### src/rtl/instr_fetch_seq.sv
// instr_fetch_seq -- instruction fetch/sequencer for the 8-bit RISC core.
// Holds the PC, fetches from program memory into the IR and hands
// {opcode, operand} to the controller once per instruction (4 cycles:
// ADDR, DATA, DECODE, EXEC). JMP and SKZ are resolved here.
//
// Optional feature macro: SINGLE_STEP_EN (adds step/paused and an S_PAUSE
// state entered after every S_EXEC).
//
// Ports:
//   clock, reset      rising-edge clock, asynchronous active-high reset
//   load_in           program-load mode; fetch suspended, pc parked at RESET_PC
//   acc_zero          accumulator == 0, used by SKZ in S_EXEC
//   mem_rdata         memory read data, valid the cycle after mem_rd
//   mem_addr, mem_rd  memory address / read strobe
//   opcode            IR[7:5] while instr_vld, otherwise 000
//   operand           IR[ADDR_W-1:0]
//   instr_vld         high for the single decode cycle
//   halted            high while stopped on HLT
//   pc                program counter
//   step, paused      (SINGLE_STEP_EN only) advance pulse / waiting for step
module instr_fetch_seq #(
   parameter int                ADDR_W   = 5,
   parameter int                DATA_W   = 8,
   parameter logic [ADDR_W-1:0] RESET_PC = '0
) (
   input  logic              clock,
   input  logic              reset,
   input  logic              load_in,
   input  logic              acc_zero,
`ifdef SINGLE_STEP_EN
   input  logic              step,
`endif
   input  logic [DATA_W-1:0] mem_rdata,
   output logic [ADDR_W-1:0] mem_addr,
   output logic              mem_rd,
   output logic [2:0]        opcode,
   output logic [ADDR_W-1:0] operand,
   output logic              instr_vld,
   output logic              halted,
   output logic [ADDR_W-1:0] pc
`ifdef SINGLE_STEP_EN
   ,
   output logic              paused
`endif
);

   localparam logic [2:0] OP_HLT = 3'b000;
   localparam logic [2:0] OP_SKZ = 3'b001;
   localparam logic [2:0] OP_ADD = 3'b010;
   localparam logic [2:0] OP_AND = 3'b011;
   localparam logic [2:0] OP_XOR = 3'b100;
   localparam logic [2:0] OP_LDA = 3'b101;
   localparam logic [2:0] OP_JMP = 3'b111;

   typedef enum logic [2:0] {
      S_ADDR, S_DATA, S_DECODE, S_EXEC, S_HALT, S_LOAD
`ifdef SINGLE_STEP_EN
      , S_PAUSE
`endif
   } state_t;

   state_t              state_q, state_d;
   logic [ADDR_W-1:0]   pc_q, pc_d;
   logic [DATA_W-1:0]   ir_q, ir_d;
   // go_q is low only in the first cycle out of reset: the reset state is
   // S_ADDR but the read strobe must stay low while reset is applied, so the
   // first fetch is issued one cycle after release.
   logic                go_q, go_d;
   logic [ADDR_W-1:0]   pc_inc;
   logic [2:0]          ir_op;

   assign pc_inc = pc_q + ADDR_W'(1);
   assign ir_op  = ir_q[DATA_W-1 -: 3];

   always_ff @(posedge clock or posedge reset) begin
      if (reset) begin
         state_q <= S_ADDR;
         pc_q    <= RESET_PC;
         ir_q    <= '0;
         go_q    <= 1'b0;
      end else begin
         state_q <= state_d;
         pc_q    <= pc_d;
         ir_q    <= ir_d;
         go_q    <= go_d;
      end
   end

   always_comb begin
      state_d = state_q;
      pc_d    = pc_q;
      ir_d    = ir_q;
      go_d    = 1'b1;
      case (state_q)
         S_ADDR:   if (go_q) state_d = S_DATA;
         S_DATA: begin
            ir_d    = mem_rdata;
            pc_d    = pc_inc;
            state_d = S_DECODE;
         end
         S_DECODE: state_d = (ir_op == OP_HLT) ? S_HALT : S_EXEC;
         S_EXEC: begin
            if (ir_op == OP_JMP)
               pc_d = ir_q[ADDR_W-1:0];
            else if (ir_op == OP_SKZ && acc_zero)
               pc_d = pc_inc;
`ifdef SINGLE_STEP_EN
            state_d = S_PAUSE;
`else
            state_d = S_ADDR;
`endif
         end
         S_HALT:   state_d = S_HALT;
         S_LOAD: begin
            pc_d    = RESET_PC;
            state_d = S_ADDR;
         end
`ifdef SINGLE_STEP_EN
         S_PAUSE:  if (step) state_d = S_ADDR;
`endif
         default:  state_d = S_ADDR;
      endcase
      // Load mode wins from any state and discards the in-flight instruction.
      if (load_in) begin
         state_d = S_LOAD;
         pc_d    = RESET_PC;
         ir_d    = '0;
      end
   end

   always_comb begin
      mem_addr  = '0;
      mem_rd    = 1'b0;
      opcode    = OP_HLT;
      instr_vld = 1'b0;
      halted    = 1'b0;
`ifdef SINGLE_STEP_EN
      paused    = 1'b0;
`endif
      case (state_q)
         S_ADDR: begin
            mem_addr = go_q ? pc_q : '0;
            mem_rd   = go_q;
         end
         S_DECODE: begin
            instr_vld = 1'b1;
            opcode    = ir_op;
         end
         S_EXEC: begin
            mem_addr = ir_q[ADDR_W-1:0];
            case (ir_op)
               OP_ADD, OP_AND, OP_XOR, OP_LDA: mem_rd = 1'b1;
               default:                        mem_rd = 1'b0;
            endcase
         end
         S_HALT:   halted = 1'b1;
`ifdef SINGLE_STEP_EN
         S_PAUSE:  paused = 1'b1;
`endif
         default: ;
      endcase
   end

   assign operand = ir_q[ADDR_W-1:0];
   assign pc      = pc_q;

endmodule
### config.mk
export PLATFORM = sky130hd
export DESIGN_NAME = instr_fetch_seq
export DESIGN_NICKNAME = d
export VERILOG_FILES = /design/src/rtl/instr_fetch_seq.sv
export SDC_FILE = /design/constraint.sdc
export NUM_CORES = 1
export LEC_CHECK = 0
export CAP_MARGIN = 10
export CORE_UTILIZATION = 46
export DETAILED_ROUTE_END_ITERATION = 10
export GPL_TIMING_DRIVEN = 0
export PLACE_DENSITY = 0.76
export SYNTH_ARGS = -nofsm -noshare
export SYNTH_HDL_FRONTEND = slang
export SYNTH_SLANG_ARGS = --single-unit
export TNS_END_PERCENT = 1
### constraint.sdc
create_clock -name clock -period 2 [get_ports clock]
set_clock_uncertainty 0.15 [all_clocks]
set_input_delay 0.6 -clock clock [delete_from_list [all_inputs] [get_ports clock]]
set_output_delay 0.6 -clock clock [all_outputs]
set_load 0.02 [all_outputs]
==> results of run 1 <==
## layer usage
layer  up-vias  track usage
li1        485            -
met1       489        0.290
met2        34        0.367
met3         2       0.0273
met4         0       0.0694
met5         -            0
## per-stage QoR
step,utilization,cells
finish,0.722,185
global route,0.722,185
CTS,0.688,182
detailed placement,0.653,173
global placement,0.653,173
floorplan,-,114
## logic make-up (layout without fill, tap and decap cells)
kind of cell,Yosys count,after routing
AND/OR/NAND/NOR,44,44
multiplexers,9,9
adder cells (fa/ha/maj),1,1
AO/OA/AOI/OAI,22,22
other,1,1
XOR/XNOR,3,3
buffers and inverters,17,60
flip-flops,17,17
## what timing repair did
action                     CTS  global route
pin swaps                    5             6
hold buffers                 0             0
buffers inserted             6             3
gates resized for setup     82            16
cloned                       0             0
setup endpoints to repair   26            11
## tightest hold or removal path: cells and delay by family, from the launching register on
kind / cells / cell delay [ns]
AOI/OAI and AO/OA: 1 / 0.08
DFF: 1 / 0.42
and+or+nand+nor: 1 / 0.07
## layout make-up
type	count	area (um^2)	area share
clock buffers	4	26.3	0.0164
multi-input cells	80	607	0.380
well taps	28	35.0	0.0219
inverters	4	30.0	0.0188
flip-flops and latches	17	427	0.267
repair buffers	40	374	0.234
plain buffers	12	98.8	0.0619
## state kept, by name (all words and copies together) (netlist names)
signal and count:
state_q 3, go_q 1, ir_q 8, pc 5
## path summary, 6_finish.rpt
kind / endpoint / startpoint / slack [ns]
max reg2reg: pc[3]$_DFFE_PP0P_ / state_q[1]$_DFFE_PP0P_ / 0.06
max: mem_addr[2] / state_q[1]$_DFFE_PP0P_ / -0.18
min reg2reg: pc[0]$_DFFE_PP0P_ / ir_q[0]$_DFFE_PP0P_ / 0.46
min in group asynchronous: ir_q[5]$_DFFE_PP0P_ / reset / 0.54
max in group asynchronous: state_q[2]$_DFFE_PP0P_ / reset / 0.71
min: pc[0]$_DFFE_PP0P_ / ir_q[0]$_DFFE_PP0P_ / 0.46
## cells in the final DEF, fill, tap and decap left out, types with 4 or more instances in the layout
master,n
nor2_1,13
buf_6,13
buf_4,15
nor3_1,4
clkdlybuf4s50_1,9
a22oi_1,5
mux2i_1,9
dlygate4sd2_1,7
nor2_2,6
dfrtp_1,16
## report_power, final
group | switching [mW] | leakage, nW | total [mW] | internal [mW]
Combinational | 0.129 | 0.477 | 0.257 | 0.128
Clock | 0.111 | 0.0150 | 0.189 | 0.0777
Sequential | 0.0273 | 0.223 | 0.392 | 0.365
Total | 0.267 | 0.715 | 0.838 | 0.571
==> flow_summary.toml, run 1 <==
[run_status]
status = "finished with violations"
violations = "negative setup slack"

[timing]
rsz0062_at_grt = "yes"
max_clock_freq_mhz = 459
fin_ws_ns = -0.181
final-setup-viol-count = 9
worst_slew_pin_slew_ns = 0.656
hold_ws_ns = 0.455
finalCriticalPeriod_ns = 2.18
tns_ns = -1.42
min_period_over_period = 1.09
max_slew_margin = 0.562
hold_violations = 0
slew_violations = 0

[cts]
cts_buffers = 3
cts_buffer_depth = 2
cts-htree-levels = 1
cts_sinks = 17
cts_tree = "yes"
clockRootBuffer = "clkbuf_4"
clkTransAtPathRegs_ns = 0.10
clk_latency_ns = 0.29

[logic_synthesis]
yosysWarnings = 0
synth_seq_area_share = 0.393
synthMuxAreaShare = 0.0832
synthAdderAreaFrac = 0.0116
synth-xor-area-share = 0.0243
synth_top_family_by_area = "simple AND/OR/NAND/NOR gates"
synth_top_area_frac = 0.393
yosys.area.top_type = "dfrtp_1"
synth-simple-area-share = 0.222
synthTopCellsByArea = "dfrtp_1, mux2i_1, nor2_1"
synth-seq-cells = 17
mappedNetlistNets = 127
synth_flop_cell = "dfrtp_1"
netlist_area_um2 = 1080
synth_compound_area_frac = 0.171
synth_cells = 114
yosysMostFrequentCell = "nor2_1"
synth_area_per_cell_um2 = 9.49
synthTopCellsByCount = "nor2_1, dfrtp_1, mux2i_1, a22oi_1"
async_reset_ff_frac = 1.00
synth_edf_count = 0
ys_types = 38

[worst_setup_path]
critPathLaunchType = "register"
cp_common_cell = "buf_6"
required_ns = 1.25
r2r_cells = 7
cp_num_buf_inv = 3
cpPeakStageDelay_ns = 0.39
cp_slowest_cell = "dfrtp_1"
cpLargestDelayFamily = "flip-flops"
path_max_fanout = 6
path_cells = "buf_6, inv_8, and3_4, a22oi_1, nor2_2, buf_6"
worstPathArrival_ns = 1.43
crit_type = "reg2out"
cp.depth = 6
end_kind = "output pin"

[power_and_ir_drop]
power_density_nw_per_um2 = 524
leakage_nw = 0.715
ir_drop_mv = 0.469
total_power_uw = 838

[cells_and_area]
diodes = 0
fillCellCount = 194
drive_gt1_frac = 0.363
stdcell_area_um2 = 1600
area_growth_pct = 47.6
nets = 171

[route]
drc_errors = 0
dr.pass1.iters = 4
drt_iter0_markers = 26
detail-route-antenna-nets = 0
wl_per_cell_um = 14.2
route.met2.wl_um = 1330
wl_met3_um = 116
finalWirelength_um = 2630
top_layer_used = "met4"
wl_met1_um = 1150
via_count = 1010
viasPerCell = 5.46

[global_routing]
grt_pass1_wl_um = 4160
overflow = 0
grt_usage = 0.218
antenna_found_initial = 0
grt_max_degree = 18
first_global_vias = 904

[placement]
pre_cts_slack_ns = -0.592
dpl-instance-area_um2 = 1440
hpwl_um = 1840
gp_congestion = 0.809
portBuffers = 31

[floorplanning]
fp.dieH_um = 50.5
die_area_um2 = 2550
rows = 17
io_pins = 33
core_area_um2 = 2210
die_w_um = 50.5
initial_core_util = 0.489

[worst_hold_path]
min_path_cells = 2
hold_path.class = "reg2reg"

[run]
maxCapViolCount = 0
(Power assumes the default switching activity.)
==> run 2: changes to the inputs <==
CORE_UTILIZATION = 48   (was 46)
CTS_BUF_LIST = sky130_fd_sc_hd__clkbuf_4 sky130_fd_sc_hd__clkbuf_8   (was not set)
PLACE_DENSITY = 0.79   (was 0.76)
==> run 2 against run 1 <==
The run still ends with negative setup slack left. Design area is 0.24% higher. Clock power hardly changed. Critical path depth stayed put. Sequential share of layout area is 0.17 points higher. Global-route usage is 2.6 points higher. Register-to-register slack worse by 0.02 ns. Flip-flop and latch count stayed put. Combinational power is 2% lower. Hold slack better by 0.021 ns. Fmax is 0.49% lower. First-iteration DRC count is 58% lower.
==> flow_summary.toml, run 2 (synthesized netlist as in run 1, its figures left out) <==
[placement]
gp_congestion = 0.816
hpwl_um = 1790
dpl-instance-area_um2 = 1440
place_inst = 172
portBuffers = 31

[timing]
hold_ws_ns = 0.476
worst_slew_pin_slew_ns = 0.670
rsz0062_at_grt = "yes"
max_slew_margin = 0.553
final-setup-viol-count = 15
max_clock_freq_mhz = 456
hold_violations = 0
fin_ws_ns = -0.191
slew_violations = 0
min_period_over_period = 1.10
finalCriticalPeriod_ns = 2.19

[cells_and_area]
mostFrequentLayoutCell = "buf_4"
stdcell_area_um2 = 1600
regMostFlops = "ir_q"
area_growth_pct = 48.0
stdcell_count = 185
diodes = 0
largest_reg_flops = 8
drive_gt1_frac = 0.411
nets = 172
final_cell_mix = "buf_4, nor2_1, dfrtp_1"
utilization = 0.784

[route]
dr.pass1.iters = 4
via_count = 1030
drc_errors = 0
drt_iter0_markers = 11
wl_per_cell_um = 14.9
finalWirelength_um = 2750
detail-route-antenna-nets = 0
viasPerCell = 5.57

[worst_hold_path]
min_path_cells = 2
hold_end = "ir_q[0]$_DFFE_PP0P_"
min_from = "ir_q[0]$_DFFE_PP0P_"
hold_path.class = "reg2reg"

[worst_setup_path]
r2r_start = "ir_q[7]$_DFFE_PP0P_"
reg2reg_to = "pc[2]$_DFFE_PP0P_"
r2r_cells = 5
crit_type = "in2reg"
end_kind = "register"
required_ns = 2.03
path_cells = "clkdlybuf4s50_1, or3b_4, a221oi_4, buf_4, o31a_1, o32ai_1"
cpPeakStageDelay_ns = 0.44
cp_slowest_cell = "clkdlybuf4s50_1"
path_max_fanout = 5
critPathLaunchType = "input port"
rrSetupSlack_ns = 0.04
worstPathArrival_ns = 2.22

[run]
maxCapViolCount = 0

[cts]
cts-htree-levels = 1
cts_tree = "yes"
clkTransAtPathRegs_ns = 0.11
cts_hold_repair.buffers = 0
clockRootBuffer = "clkbuf_4"
cts_sinks = 17
cts_buffers = 3
clk_latency_ns = 0.29
cts_buffer_depth = 2

[floorplanning]
die_area_um2 = 2450
rows = 16
initial_core_util = 0.530
core_area_um2 = 2040
io_pins = 33
fp.dieH_um = 49.5
die_w_um = 49.5

[run_status]
status = "finished with violations"
violations = "negative setup slack"

[global_routing]
antenna_found_initial = 0
grt_pass1_wl_um = 4460
first_global_vias = 976
grt_usage = 0.244
grt_max_degree = 18
overflow = 0

[power_and_ir_drop]
power_density_nw_per_um2 = 525
leakage_nw = 0.706
ir_drop_mv = 0.390
run 2: area by class of cell:
cell class	instances	area [um^2]
buffer	10	75.1
clock buffer	3	22.5
clock inverter	1	5.00
fill	151	440
inverter	4	25.0
multi-input combinational	80	627
sequential	17	430
tap	27	33.8
timing repair buffer	43	383
run 2: per-stage QoR:
step | TNS [ns] | setup WS [ns] | power [mW]
after floorplan | 0 | 0.00505 | 0.537
after global routing | -2.63 | -0.228 | 0.882
final | -1.78 | -0.191 | 0.840
after CTS | -2.15 | -0.256 | 0.833
after global placement | -7.03 | -0.604 | 0.615
after detailed placement | -7.15 | -0.616 | 0.620
run 2: timing repair:
action | 4_1_cts | 5_1_grt
pin swaps | 6 | 8
setup buffers | 6 | 6
endpoints found under the setup margin | 26 | 16
resized for setup | 89 | 14
run 2: how the worst max path moves through the flow:
stage | slack, ns | end | start | cells after the start
floorplan | 0.005 | mem_addr[0] | state_q[0]$_DFFE_PP0P_ | 6
global placement | -0.60 | mem_addr[0] | state_q[0]$_DFFE_PP0P_ | 7
detailed placement | -0.62 | mem_addr[0] | state_q[0]$_DFFE_PP0P_ | 7
CTS | -0.26 | mem_addr[0] | state_q[0]$_DFFE_PP0P_ | 7
global route | -0.23 | mem_addr[1] | state_q[1]$_DFFE_PP0P_ | 5
finish | -0.19 | pc[2]$_DFFE_PP0P_ | acc_zero | 6
run 2: metal layers:
layer / up-vias / share of wire / wire length, um / global-route usage
li1: 492 / - / - / -
met1: 492 / 0.45 / 1230 / 0.295
met2: 38 / 0.49 / 1340 / 0.420
met3: 8 / 0.041 / 112 / 0.0278
met4: 0 / 0.025 / 68 / 0.133
met5: - / 0 / 0 / 0
run 2: worst max-delay path: cells and delay by family:
family                 cells  cell delay [ns]
buffers and inverters      2             0.64
AOI/OAI and AO/OA          3             0.59
and+or+nand+nor            1             0.38
run 2: power breakdown:
| part | internal (mW) | total [mW] | switching [mW] |
|---|---|---|---|
| Sequential | 0.366 | 0.399 | 0.0333 |
| Clock | 0.0744 | 0.190 | 0.116 |
| Combinational | 0.124 | 0.251 | 0.127 |
